==> src/rtl/disp_pkg.sv <==
// Shared definitions for the display arbiter: FSM states, default
// requester count and display data width.
package disp_pkg;

  localparam int unsigned N_REQ_DEF = 3;
  localparam int unsigned DATA_W    = 8;

  typedef enum logic [1:0] {
    ST_IDLE    = 2'd0,
    ST_HOLD    = 2'd1,
    ST_RELEASE = 2'd2
  } state_t;

endpackage

==> src/rtl/tick_gen.sv <==
// Dwell timing: free-running prescaler producing a one-cycle tick on wrap,
// plus a tick counter. Prescaler held at zero whenever not running.
module tick_gen #(
  parameter int unsigned TICK_DIV = 16,
  parameter int unsigned DWELL_W  = 4
) (
  input  logic               clk,
  input  logic               rst,
  input  logic               clear,
  input  logic               run,
  output logic               tick,
  output logic [DWELL_W-1:0] dwell
);

  logic [TICK_DIV-1:0] presc_q, presc_d;
  logic [DWELL_W-1:0]  dwell_q, dwell_d;

  assign tick  = run & (&presc_q);
  assign dwell = dwell_q;

  always_comb begin
    presc_d = presc_q;
    dwell_d = dwell_q;
    if (clear || !run) begin
      presc_d = '0;
    end else begin
      presc_d = presc_q + 1'b1;
    end
    if (clear) begin
      dwell_d = '0;
    end else if (tick) begin
      dwell_d = dwell_q + 1'b1;
    end
  end

  always_ff @(posedge clk or negedge rst) begin
    if (!rst) begin
      presc_q <= '0;
      dwell_q <= '0;
    end else begin
      presc_q <= presc_d;
      dwell_q <= dwell_d;
    end
  end

endmodule

==> src/rtl/display_arbiter.sv <==
// Round-robin arbiter sharing one 2-digit display value among N_REQ
// requesters; each grant holds the display for a fixed dwell time.
module display_arbiter
  import disp_pkg::*;
#(
  parameter int unsigned N_REQ       = N_REQ_DEF,
  parameter int unsigned TICK_DIV    = 16,
  parameter int unsigned DWELL_TICKS = 8
) (
  input  logic                    clk,
  input  logic                    rst,
  input  logic [N_REQ-1:0]        req,
  input  logic [DATA_W*N_REQ-1:0] data,
  output logic [DATA_W-1:0]       num_out,
  output logic [N_REQ-1:0]        gnt,
  output logic                    busy,
  output logic                    done
);

  localparam int unsigned IDX_W   = (N_REQ > 1) ? $clog2(N_REQ) : 1;
  localparam int unsigned DWELL_W = $clog2(DWELL_TICKS + 1);

  state_t              state_q, state_d;
  logic [N_REQ-1:0]    gnt_q, gnt_d;
  logic [DATA_W-1:0]   num_q, num_d;
  logic [IDX_W-1:0]    last_q, last_d;

  logic                win_found;
  logic [IDX_W-1:0]    win_idx;
  logic [IDX_W-1:0]    gnt_idx;
  logic                tg_clear, tg_run, tick;
  logic [DWELL_W-1:0]  dwell;

  tick_gen #(
    .TICK_DIV (TICK_DIV),
    .DWELL_W  (DWELL_W)
  ) u_tick_gen (
    .clk   (clk),
    .rst   (rst),
    .clear (tg_clear),
    .run   (tg_run),
    .tick  (tick),
    .dwell (dwell)
  );

  // Search starts just after the last winner, so the winner itself is tried last.
  always_comb begin
    int unsigned idx;
    win_found = 1'b0;
    win_idx   = '0;
    for (int unsigned k = 1; k <= N_REQ; k++) begin
      idx = (32'(last_q) + k) % N_REQ;
      if (!win_found && req[idx]) begin
        win_found = 1'b1;
        win_idx   = IDX_W'(idx);
      end
    end
  end

  always_comb begin
    gnt_idx = '0;
    for (int unsigned i = 0; i < N_REQ; i++) begin
      if (gnt_q[i]) gnt_idx = IDX_W'(i);
    end
  end

  always_comb begin
    state_d  = state_q;
    gnt_d    = gnt_q;
    num_d    = num_q;
    last_d   = last_q;
    tg_clear = 1'b0;
    tg_run   = 1'b0;
    unique case (state_q)
      ST_IDLE: begin
        tg_clear = 1'b1;
        if (win_found) begin
          gnt_d   = N_REQ'(1) << win_idx;
          num_d   = data[32'(win_idx)*DATA_W +: DATA_W];
          state_d = ST_HOLD;
        end
      end
      ST_HOLD: begin
        tg_run = 1'b1;
        if (tick && (dwell == DWELL_W'(DWELL_TICKS - 1))) begin
          state_d = ST_RELEASE;
        end
      end
      ST_RELEASE: begin
        gnt_d   = '0;
        last_d  = gnt_idx;
        state_d = ST_IDLE;
      end
      default: state_d = ST_IDLE;
    endcase
  end

  always_ff @(posedge clk or negedge rst) begin
    if (!rst) begin
      state_q <= ST_IDLE;
      gnt_q   <= '0;
      num_q   <= '0;
      last_q  <= IDX_W'(N_REQ - 1);
    end else begin
      state_q <= state_d;
      gnt_q   <= gnt_d;
      num_q   <= num_d;
      last_q  <= last_d;
    end
  end

  assign num_out = num_q;
  assign gnt     = gnt_q;
  assign busy    = (state_q != ST_IDLE);
  assign done    = (state_q == ST_RELEASE);

endmodule

==> config.mk <==
export PLATFORM = sky130hd
export DESIGN_NAME = display_arbiter
export DESIGN_NICKNAME = d
export VERILOG_FILES = /design/src/rtl/disp_pkg.sv /design/src/rtl/tick_gen.sv /design/src/rtl/display_arbiter.sv
export SDC_FILE = /design/constraint.sdc
export NUM_CORES = 1
export LEC_CHECK = 0
export CORE_AREA = 2 2 70 72
export DETAILED_ROUTE_END_ITERATION = 8
export DIE_AREA = 0 0 72 74
export PLACE_DENSITY_LB_ADDON = 0.08
export SLEW_MARGIN = 20
export SYNTH_ARGS = -nofsm -noshare
export SYNTH_HDL_FRONTEND = slang
export SYNTH_SLANG_ARGS = --single-unit
==> constraint.sdc <==
create_clock -name clk -period 3.11 [get_ports clk]
set_clock_uncertainty 0.1 [all_clocks]
set_input_delay 0.311 -clock clk [delete_from_list [all_inputs] [get_ports clk]]
set_output_delay 0.311 -clock clk [all_outputs]
set_load 0.03 [all_outputs]
==> run_results.csv <==
group,metric,value,unit
outcome,status,"finished clean",
die,die_w,72,µm
critical_path,setup.worst_path.start,"last_q[0]",
power_and_ir_drop,pwr-share-seq,52.0,%
power_and_ir_drop,power_frac_clock,34.7,%
placed_design,post-dp-hpwl,3660,µm
power_and_ir_drop,p_int,0.675,mW
layout,final_common_cell,"clkdlybuf4s50_1",
layout,layout_common_cells,"clkdlybuf4s50_1 (41), dfrtp_1 (34), nand2_1 (18)",
timing,max-slew-margin-rel,49.7,%
die,core,4600,µm²
yosys,synth_cells,251,
critical_path,crit_type,"register to register",
timing,hold_violations,0,
routing,drc,0,
timing,grt_setup_unrepaired,"no",
routing,wire_per_inst,15.2,µm
routing,drt_iter0_drc,106,
routing,drtPass1Iterations,4,
timing,final_max_slew_viol_count,0,
power_and_ir_drop,combPwrFrac,13.3,%
power_and_ir_drop,peakVddDrop,273,µV
critical_path,path_cells,"inv_1, ha_1, mux2i_1, o21ai_0, o31ai_4, nor2_1, a221o_1",
yosys,synth_edf_count,0,
routing,vias_per_cell,5.91,
timing,final.min_clock_period,2780,ps
layout,layout-drive-gt1-share,11.3,%
critical_path,cp-start-kind,"register",
clock_network,cts.clk_slew.worst_paths,70,ps
clock_network,tritoncts,"yes",
critical_path,reg2reg_depth,7,
power_and_ir_drop,p_leak,1.18,nW
critical_path,rr_endpoint,"num_out[1]",
power_and_ir_drop,power-per-cell-area,305,nW/µm²
timing,setup_violations,0,
placed_design,placed_cells,330,
layout,nNetsFinal,318,
timing,fin_tns_setup,0,ps
critical_path,worstPathRequired,3170,ps
critical_path,r2r_setup_slack,330,ps
yosys,synth_fp_nets,286,
power_and_ir_drop,p_sw,0.201,mW
min_path,worstHoldPathType,"primary input to asynchronous set/reset pin",
clock_network,ctsHoldBuffers,0,
timing,worst_slew_pin_slew,754,ps
yosys,synth.avg_cell_area,9.45,µm²
flow_run,max_cap_violations,0,
grt,grt_pass1_vias,1820,
critical_path,crit_buf_inv,1,
die,die_y,74,µm
critical_path,endpoint,"num_out[1]",
yosys,ys_seq_elements,35,
power_and_ir_drop,switching_share,22.9,%
die,start_util,51.6,%
placed_design,gp_congestion,0.824,
critical_path,r2r_start,"last_q[0]",
clock_network,cts.path.max_buffers,2,
grt,grt_max_degree,36,
layout,fillCellCount,395,
layout,synthToLayoutAreaGrowth,20.9,%
yosys,synth.distinct_cells,51,
timing,period_share,89.5,%
critical_path,cp-end-kind,"register",
die,pin_count,42,
grt,track_usage,21.4,%
clock_network,cts_sinks,35,
clock_network,cts_root_buf,"clkbuf_8",
yosys,yosysWarnings,0,
routing,num_vias,1996,
yosys,ys.flop_type,"dfrtp_1",
critical_path,cp_data_arrival_time,2840,ps
clock_network,tritoncts.num_buffers,5,
layout,diodes,0,
critical_path,cpPeakStageDelay,470,ps
routing,ant_nets,0,
timing,fmax,0.359,GHz
yosys,synth.yosys.seq_area_share,37.0,%
critical_path,worst-path-stages,7,
routing,wl,5150,µm
critical_path,path_delay_family,"compound AO/OA/AOI/OAI gates",
die,fp-row-count,25,
critical_path,cp_max_fo,10,
die,die-area,5330,µm²
layout,design_area,2870,µm²
grt,grt_pass1_wl,8930,µm
grt,antenna_found_initial,0,
placed_design,port_buffers,41,
clock_network,cts_max_level,2,
clock_network,clk_latency,280,ps
yosys,syn_area,2370,µm²
grt,grt-ovfl-total,0,
placed_design,post_dp_cell_area,2790,µm²
timing,whs,349,ps
critical_path,cp_slowest_cell,"ha_1",
layout,layout.cells.non_filler,338,
yosys,synthArstFlopShare,100,%
-- power groups by stage --
stage / sequential, mW / combinational, mW / clock [mW]
2_1_floorplan: 0.464 / 0.0563 / 0
3_3_place_gp: 0.464 / 0.117 / 0
3_5_place_dp: 0.464 / 0.117 / 0
4_1_cts: 0.455 / 0.117 / 0.317
5_1_grt: 0.455 / 0.130 / 0.335
6_report: 0.455 / 0.117 / 0.304
-- final cells by class --
cell class              instances  area (µm²)  share of cell area [%]
clock buffers                   8        80.1                    2.79
well taps                      54        67.6                    2.36
inverters                      15        56.3                    1.96
repair buffers                 45         440                    15.4
multi-input cells             181        1350                    46.9
flip-flops and latches         35         877                    30.6
-- synthesized netlist by cell type (3+ instances only) --
master     count  area (µm²)
nor3_1         3        15.0
nand2_1       18        67.6
inv_1         15        56.3
buf_2          7        35.0
mux2_2         4        45.0
xnor2_1        6        52.6
clkbuf_1      11        41.3
or3_1          3        18.8
ha_1           6        75.1
xor2_1         4        35.0
nand4_1        9        56.3
nor2_1        15        56.3
nand2b_1       3        18.8
nor2b_1        4        25.0
a2111o_1       8        90.1
nand3_1       15        75.1
a21oi_1        5        25.0
and2_1         9        56.3
a221o_1        8        80.1
o221a_2        8        90.1
nand3b_1       3        22.5
o2111ai_1      8        70.1
mux2i_1        4        40.0
dfrtp_1       34         851
o21ai_0        9        45.0
-- per-stage QoR --
| stage | worst slack [ps] | total power [mW] | util (%) |
|---|---|---|---|
| global placement | 225 | 0.581 | 60.6 |
| detailed placement | 221 | 0.581 | 60.6 |
| CTS | 199 | 0.889 | 62.3 |
| global route | 129 | 0.920 | 62.4 |
| finish | 327 | 0.876 | 62.4 |
| floorplan | 648 | 0.520 | - |
-- worst min path at each step --
stage	endpoint	slack, ps	cells past startpoint
final	u_tick_gen.dwell[2]	350	2
after detailed placement	u_tick_gen.presc_q[0]	360	1
after global placement	u_tick_gen.presc_q[0]	350	1
after global routing	u_tick_gen.presc_q[0]	380	1
after floorplan	gnt[0]	-80	0
after CTS	u_tick_gen.dwell[2]	370	2
-- what timing repair did --
item | 4_1_cts | 5_1_grt
setup endpoints to repair | 0 | 4
gates resized for setup | 0 | 1
setup buffers | 0 | 0
-- registers in the layout (all words and copies together), names as in the netlist --
register            cells
u_tick_gen.presc_q     16
num_out                 8
u_tick_gen.dwell        4
gnt                     3
last_q                  2
state_q                 2
-- worst register-to-register path: stages (launching register included) --
cell	delay, ps
dfrtp_1	370
inv_1	80
ha_1	470
mux2i_1	300
o21ai_0	210
o31ai_4	470
nor2_1	270
a221o_1	380
-- per-layer routing --
layer	global-route usage (%)	routed length [µm]	up-vias
met5	0	0	-
met4	5.03	29	0
met3	4.47	232	4
met2	30.6	2220	46
met1	33.2	2660	938
li1	-	-	1008
-- logic make-up after synthesis --
| family | share of synthesized area [%] |
|---|---|
| buffers and inverters | 6.38 |
| XOR/XNOR | 3.69 |
| AND/OR/NAND/NOR | 23.2 |
| multiplexers | 4.54 |
| flip-flops | 37.0 |
| AO/OA/AOI/OAI | 22.1 |
| adder cells (fa/ha/maj) | 3.16 |
Note: power is estimated with default switching activity, not from simulation.
